**src/rtl/gf_add_arbiter.sv**
```systemverilog
// gf_add_arbiter: shares one gf_rca_adder among NUM_REQ requesters.
//
// Each cycle a round-robin search (starting at rr_ptr, wrapping upward)
// picks one pending requester, routes its operands and mode through the
// shared adder, and captures the result in a one-entry output register
// guarded by a valid/ready handshake.
//
// Ports:
//   clk            clock, all state on rising edge
//   rst            synchronous active-high reset
//   req_valid      per-requester operation pending
//   req_ready      one-hot accept (combinational), 0 when nothing accepted
//   req_gf_option  per-requester mode: 1 = GF(2) XOR add, 0 = binary add
//   req_a, req_b   operands, requester i at [i*DATA_WIDTH +: DATA_WIDTH]
//   out_valid      output register holds a result
//   out_ready      consumer takes the result
//   out_sum        registered adder result
//   out_id         index of the requester that produced out_sum
//   out_gf_option  mode used for out_sum
//   op_count       (GF_ADD_ARB_STAT_EN only) number of accepts, wraps
//   gf_count       (GF_ADD_ARB_STAT_EN only) number of GF-mode accepts, wraps
//
// Configuration macro: GF_ADD_ARB_STAT_EN adds the two statistics counters.
// Arbitration and datapath are identical with or without it.

// gf_rca_adder: ripple-carry adder whose carry chain is suppressed in GF(2)
// mode so that the sum degenerates to a bitwise XOR. The final carry out
// is not produced at all, which gives the modulo 2**DATA_WIDTH result.
module gf_rca_adder #(
  parameter int DATA_WIDTH = 32
) (
  input  logic [DATA_WIDTH-1:0] a,
  input  logic [DATA_WIDTH-1:0] b,
  input  logic                  gf_option,
  output logic [DATA_WIDTH-1:0] sum
);

  logic [DATA_WIDTH-1:0] carry;

  assign carry[0] = 1'b0;

  for (genvar i = 0; i < DATA_WIDTH; i++) begin : g_bit
    assign sum[i] = a[i] ^ b[i] ^ (carry[i] & ~gf_option);
    if (i < DATA_WIDTH - 1) begin : g_carry
      assign carry[i+1] = (a[i] & b[i]) | (carry[i] & (a[i] ^ b[i]));
    end
  end

endmodule

module gf_add_arbiter #(
  parameter int DATA_WIDTH = 32,
  parameter int NUM_REQ    = 4,
  parameter int ID_WIDTH   = 2
) (
  input  logic                            clk,
  input  logic                            rst,
  input  logic [NUM_REQ-1:0]              req_valid,
  output logic [NUM_REQ-1:0]              req_ready,
  input  logic [NUM_REQ-1:0]              req_gf_option,
  input  logic [NUM_REQ*DATA_WIDTH-1:0]   req_a,
  input  logic [NUM_REQ*DATA_WIDTH-1:0]   req_b,
  output logic                            out_valid,
  input  logic                            out_ready,
  output logic [DATA_WIDTH-1:0]           out_sum,
  output logic [ID_WIDTH-1:0]             out_id,
`ifdef GF_ADD_ARB_STAT_EN
  output logic [31:0]                     op_count,
  output logic [31:0]                     gf_count,
`endif
  output logic                            out_gf_option
);

  typedef enum logic {
    EMPTY = 1'b0,
    FULL  = 1'b1
  } state_t;

  state_t                state_q, state_d;
  logic [ID_WIDTH-1:0]   rr_ptr_q, rr_ptr_d;
  logic [DATA_WIDTH-1:0] out_sum_q, out_sum_d;
  logic [ID_WIDTH-1:0]   out_id_q, out_id_d;
  logic                  out_gf_option_q, out_gf_option_d;

  logic                  found;
  int                    grant_int;
  logic                  can_accept;
  logic                  accept;
  logic [DATA_WIDTH-1:0] sel_a;
  logic [DATA_WIDTH-1:0] sel_b;
  logic                  sel_gf;
  logic [DATA_WIDTH-1:0] adder_sum;

  // Round-robin search: walk offsets 0..NUM_REQ-1 from the pointer and keep
  // the first pending requester. An out-of-range pointer restarts at 0.
  always_comb begin
    int ptr_int;
    int idx;
    found     = 1'b0;
    grant_int = 0;
    idx       = 0;
    ptr_int   = int'(rr_ptr_q);
    if (ptr_int >= NUM_REQ) begin
      ptr_int = 0;
    end
    for (int k = 0; k < NUM_REQ; k++) begin
      idx = ptr_int + k;
      if (idx >= NUM_REQ) begin
        idx = idx - NUM_REQ;
      end
      for (int i = 0; i < NUM_REQ; i++) begin
        if (!found && (i == idx) && req_valid[i]) begin
          found     = 1'b1;
          grant_int = i;
        end
      end
    end
  end

  // The output register can take a new result when empty, or when full and
  // being drained this very cycle (back-to-back, no bubble). Reset blocks
  // any accept so that a pending result is simply dropped.
  always_comb begin
    can_accept = (state_q == EMPTY) || ((state_q == FULL) && out_ready);
    accept     = !rst && can_accept && found;
  end

  // One-hot ready to the winner plus the operand mux into the shared adder.
  always_comb begin
    req_ready = '0;
    sel_a     = '0;
    sel_b     = '0;
    sel_gf    = 1'b0;
    for (int i = 0; i < NUM_REQ; i++) begin
      if (i == grant_int) begin
        req_ready[i] = accept;
        sel_a        = req_a[i*DATA_WIDTH +: DATA_WIDTH];
        sel_b        = req_b[i*DATA_WIDTH +: DATA_WIDTH];
        sel_gf       = req_gf_option[i];
      end
    end
  end

  gf_rca_adder #(
    .DATA_WIDTH(DATA_WIDTH)
  ) u_adder (
    .a         (sel_a),
    .b         (sel_b),
    .gf_option (sel_gf),
    .sum       (adder_sum)
  );

  // Next-state for the output register, FSM and round-robin pointer.
  // The pointer only moves on an accept, to the slot after the winner.
  always_comb begin
    int nxt;
    state_d         = state_q;
    rr_ptr_d        = rr_ptr_q;
    out_sum_d       = out_sum_q;
    out_id_d        = out_id_q;
    out_gf_option_d = out_gf_option_q;
    nxt             = grant_int + 1;
    if (nxt >= NUM_REQ) begin
      nxt = 0;
    end
    if (accept) begin
      state_d         = FULL;
      out_sum_d       = adder_sum;
      out_id_d        = ID_WIDTH'(grant_int);
      out_gf_option_d = sel_gf;
      rr_ptr_d        = ID_WIDTH'(nxt);
    end else if ((state_q == FULL) && out_ready) begin
      state_d = EMPTY;
    end
  end

  always_ff @(posedge clk) begin
    if (rst) begin
      state_q         <= EMPTY;
      rr_ptr_q        <= '0;
      out_sum_q       <= '0;
      out_id_q        <= '0;
      out_gf_option_q <= 1'b0;
    end else begin
      state_q         <= state_d;
      rr_ptr_q        <= rr_ptr_d;
      out_sum_q       <= out_sum_d;
      out_id_q        <= out_id_d;
      out_gf_option_q <= out_gf_option_d;
    end
  end

  assign out_valid     = (state_q == FULL);
  assign out_sum       = out_sum_q;
  assign out_id        = out_id_q;
  assign out_gf_option = out_gf_option_q;

`ifdef GF_ADD_ARB_STAT_EN
  logic [31:0] op_count_q, op_count_d;
  logic [31:0] gf_count_q, gf_count_d;

  // Counters wrap naturally at 32 bits.
  always_comb begin
    op_count_d = op_count_q;
    gf_count_d = gf_count_q;
    if (accept) begin
      op_count_d = op_count_q + 32'd1;
      if (sel_gf) begin
        gf_count_d = gf_count_q + 32'd1;
      end
    end
  end

  always_ff @(posedge clk) begin
    if (rst) begin
      op_count_q <= '0;
      gf_count_q <= '0;
    end else begin
      op_count_q <= op_count_d;
      gf_count_q <= gf_count_d;
    end
  end

  assign op_count = op_count_q;
  assign gf_count = gf_count_q;
`endif

endmodule

```
**config.mk**
```make
export PLATFORM = sky130hd
export DESIGN_NAME = gf_add_arbiter
export DESIGN_NICKNAME = d
export VERILOG_FILES = /design/src/rtl/gf_add_arbiter.sv
export SDC_FILE = /design/constraint.sdc
export NUM_CORES = 1
export LEC_CHECK = 0
export BUFFER_PORTS_ARGS = -buffer_cell sky130_fd_sc_hd__buf_2
export CORE_AREA = 2 2 118 120
export DETAILED_ROUTE_END_ITERATION = 10
export DIE_AREA = 0 0 120 122
export PLACE_DENSITY = 0.75
export SLEW_MARGIN = 20
export SYNTH_ARGS = -nofsm -noshare
export SYNTH_HDL_FRONTEND = slang
export SYNTH_HIERARCHICAL = 1
export SYNTH_SLANG_ARGS = --single-unit
```
**constraint.sdc**
```tcl
create_clock -name clk -period 5.1 [get_ports clk]
set_input_delay 0.51 -clock clk [delete_from_list [all_inputs] [get_ports clk]]
set_output_delay 0.51 -clock clk [all_outputs]
set_load 0.01 [all_outputs]
```
==> results.cfg <==
[run_status]
outcome = complete, no violations

[pwr]
report.power.total_mw = 4.068
netSwitchingPower_mw = 2.102
switching_share = 0.5167
pwr-share-seq = 0.118
internal_power_mw = 1.966
clkPwrFrac = 0.070
power_density_mw_per_mm2 = 586.0
peakVddDrop_mv = 0.2089
power_frac_comb = 0.812
power.leakage_nw = 3.235

[setup_path]
worstPathCellList = buf_2 -> nor2b_1 -> a21boi_0 -> o32ai_1 -> buf_4 -> inv_1 -> ha_4 -> buf_12 -> a21oi_1 -> o21ai_0 -> ha_1 -> o21a_1 -> o21ai_2 -> o211ai_1 -> o211ai_2 -> a211oi_4 -> a2111oi_4 -> nor2_1 -> a211o_1 -> nand2_1 -> o21ai_0
rr_worst_depth = 21
path_buf_inv = 4
r2r_start = rr_ptr_q[0]$_SDFFE_PP0P_
worstSetupPathDepth = 21
endpoint = out_sum[31]$_SDFFE_PP0P_
worstPathMaxFanout = 46
cp.required_ns = 5.24
cp.arrival_ns = 4.85
crit_path_frequent_cell = o21ai_0
startpoint = req_valid[2]
cpPeakStageDelay_ns = 0.44
start_kind = input pin
critical_path_class = input pin to flop
critPathCaptureType = flop
cp_slowest_cell = a2111oi_4
r2r_slack_ns = 0.47
critPathTopFamily = compound AO/OA/AOI/OAI gates
rr_endpoint = out_sum[31]$_SDFFE_PP0P_

[floorplanning]
die_y_um = 122
die_w_um = 120
rows = 43
die_area_mm2 = 0.01464
boundaryPins = 307
initial_core_util = 0.3682
coreArea_mm2 = 0.01350

[clock_tree]
clock_sink_count = 38
ctsHoldBuffers = 0
clockBufferDepth = 2
insertion_delay_ns = 0.28
clk_pin_slew_ns = 0.06
clockRootBuffer = clkbuf_16
h-tree-depth = 2
cts_tree = built
cts_buffers = 5

[route]
antenna_left = 0
drcViolationCount = 0
post_drt_via_cell_ratio = 5.479
dr.pass1.iters = 5
vias = 6323
drt_iter0_drc = 476
wl_per_cell_um = 17.26
finalWirelength_um = 19920

[layout]
register_area_um2 = 760.7
fill_cells = 1370
final_core_util = 0.5141
finalNetCount = 1275
post_route_cells_drive_above_1_share = 0.3700
multiInputGateArea_mm2 = 0.003949
area_growth_pct = 39.63

[logic_synthesis]
synth_area_leaders = dfxtp_1 15%, a221oi_1 11%, o31ai_1 9.7%, nor2b_1 9.2%, nand2_1 9.1%
syn_nets = 994
yosysTopAreaCell = dfxtp_1
async_flop_share = 0
syn_inst = 692
synth.distinct_cells = 55
syn_area_mm2 = 0.004972
avgSynthCellArea_um2 = 7.185
ys_ff_latch = 38
synth_edf_count = 0
seq_area_frac_synth = 0.1530
yosysWarningCount = 6
synth_ff_type = dfxtp_1
ys_top_cells_by_count = 120 x nand2_1, 73 x nor2b_1, 64 x o31ai_1
synth.most_common_cell = nand2_1
synth.top_cell.area_share = 0.1530

[global_route]
track_usage = 0.2553
grt_pass1_wl_um = 29840
grt_overflow = 0
grt_pass1_vias = 5828
grt_max_degree = 74
antenna_found_initial = 0

[sta]
finalCritPeriodShare = 0.9236
fmax_mhz = 212.3
worst_pin_slew_ns = 0.6175
hold_viol = 0
tns_ns = 0
finClkSkew_ns = 0.004873
worst_slack_ns = 0.3895
rsz0062_at_grt = false
maxSlewViolCount = 0
setup_viol = 0
max_slew_margin = 0.5848
timing.final.crit_period_ns = 4.710

[placed_design]
dp_hpwl_um = 16300
place_ws_ns = 0.02594
port_buffers = 306
gp_congestion = 0.9167

[hold_path]
hp-class = flop to flop

[flow_run]
cap_violations = 0
power by group through the flow:
stage	sequential [mW]	clock (mW)	combinational [mW]
global route	0.492	0.306	3.63
floorplan	0.525	0	2.18
global placement	0.484	0	3.20
CTS	0.478	0.291	3.26
finish	0.478	0.286	3.30
detailed placement	0.483	0	3.24
final cells by class:
class                           instances  area share
Antenna cell                            1   0.0003604
Clock buffer                            5     0.01802
Clock inverter                          2    0.001442
Inverter                               13    0.007028
Multi-Input combinational cell        583      0.5688
Sequential cell                        38      0.1096
Tap cell                              180     0.03244
Timing Repair Buffer                  332      0.2624
layout by cell type (no fill, tap or decap), types with 2 or more instances in the layout:
master,instances
buf_2,306
nand2_1,120
nor2b_1,72
o31ai_1,64
a221oi_1,63
o21ai_0,43
dfxtp_1,38
nand2b_1,35
ha_1,32
a21oi_1,23
xor2_1,20
nor2_1,19
buf_4,18
inv_1,13
a21o_1,9
xnor2_1,9
nor3_1,7
buf_12,7
nand3b_1,5
and2_1,5
clkbuf_16,5
o21ai_1,5
a21oi_2,4
nor3b_1,3
nand3_1,3
o21a_1,3
a211oi_1,2
a211oi_4,2
or3_1,2
ha_4,2
clkinv_2,2
o211ai_1,2
o211ai_2,2
a211o_1,2
worst min-delay path, stage by stage, from the launching register on:
cell and delay (ns):
dfxtp_1 0.30, nand2b_1 0.06, o21ai_0 0.06
flip-flops by register name, summed over array words and instances (netlist names):
| signal | flops |
|---|---|
| out_gf_option | 1 |
| out_valid | 1 |
| out_id | 2 |
| rr_ptr_q | 2 |
| out_sum | 32 |
layer usage:
| metal | share of wire | up-vias | GRT usage |
|---|---|---|---|
| met4 | 0.013 | 0 | 0.04265 |
| met2 | 0.48 | 290 | 0.4403 |
| met5 | 0 | - | 0 |
| met3 | 0.073 | 21 | 0.02996 |
| met1 | 0.44 | 2905 | 0.3467 |
| li1 | - | 3107 | - |
cells by family (layout without fill, tap and decap cells):
group,Yosys count,after routing,share of synthesized area
xor gates and xnor gates,29,29,0.05108
other,0,1,0
adders and majority gates,35,35,0.08807
AOI/OAI and AO/OA,238,238,0.3535
and+or+nand+nor,281,281,0.2927
buffers and inverters,71,352,0.06165
DFF,38,38,0.1530
worst min path at each step:
stage                               start  cells past startpoint                          to
6_report         out_sum[14]$_SDFFE_PP0P_                      2    out_sum[14]$_SDFFE_PP0P_
5_1_grt          out_sum[18]$_SDFFE_PP0P_                      2    out_sum[18]$_SDFFE_PP0P_
4_1_cts        out_gf_option$_SDFFE_PP0P_                      2  out_gf_option$_SDFFE_PP0P_
3_5_place_dp   out_gf_option$_SDFFE_PP0P_                      2  out_gf_option$_SDFFE_PP0P_
3_3_place_gp   out_gf_option$_SDFFE_PP0P_                      2  out_gf_option$_SDFFE_PP0P_
2_1_floorplan    rr_ptr_q[0]$_SDFFE_PP0P_                      2    rr_ptr_q[0]$_SDFFE_PP0P_
repair_timing:
item / in CTS / in global routing
setup endpoints to repair: 0 / 2
resized for setup: 0 / 1
setup buffers: 0 / 1
metrics by stage:
stage	std cells	hold WS, ns	area [um^2]
finish	1154	0.4673	6943
global route	1153	0.4867	6940
CTS	1152	0.4655	6924
detailed placement	1145	0.4570	6789
global placement	1145	0.4420	6789
floorplan	692	0.4778	4972
Note: power is estimated with default switching activity, not from simulation.
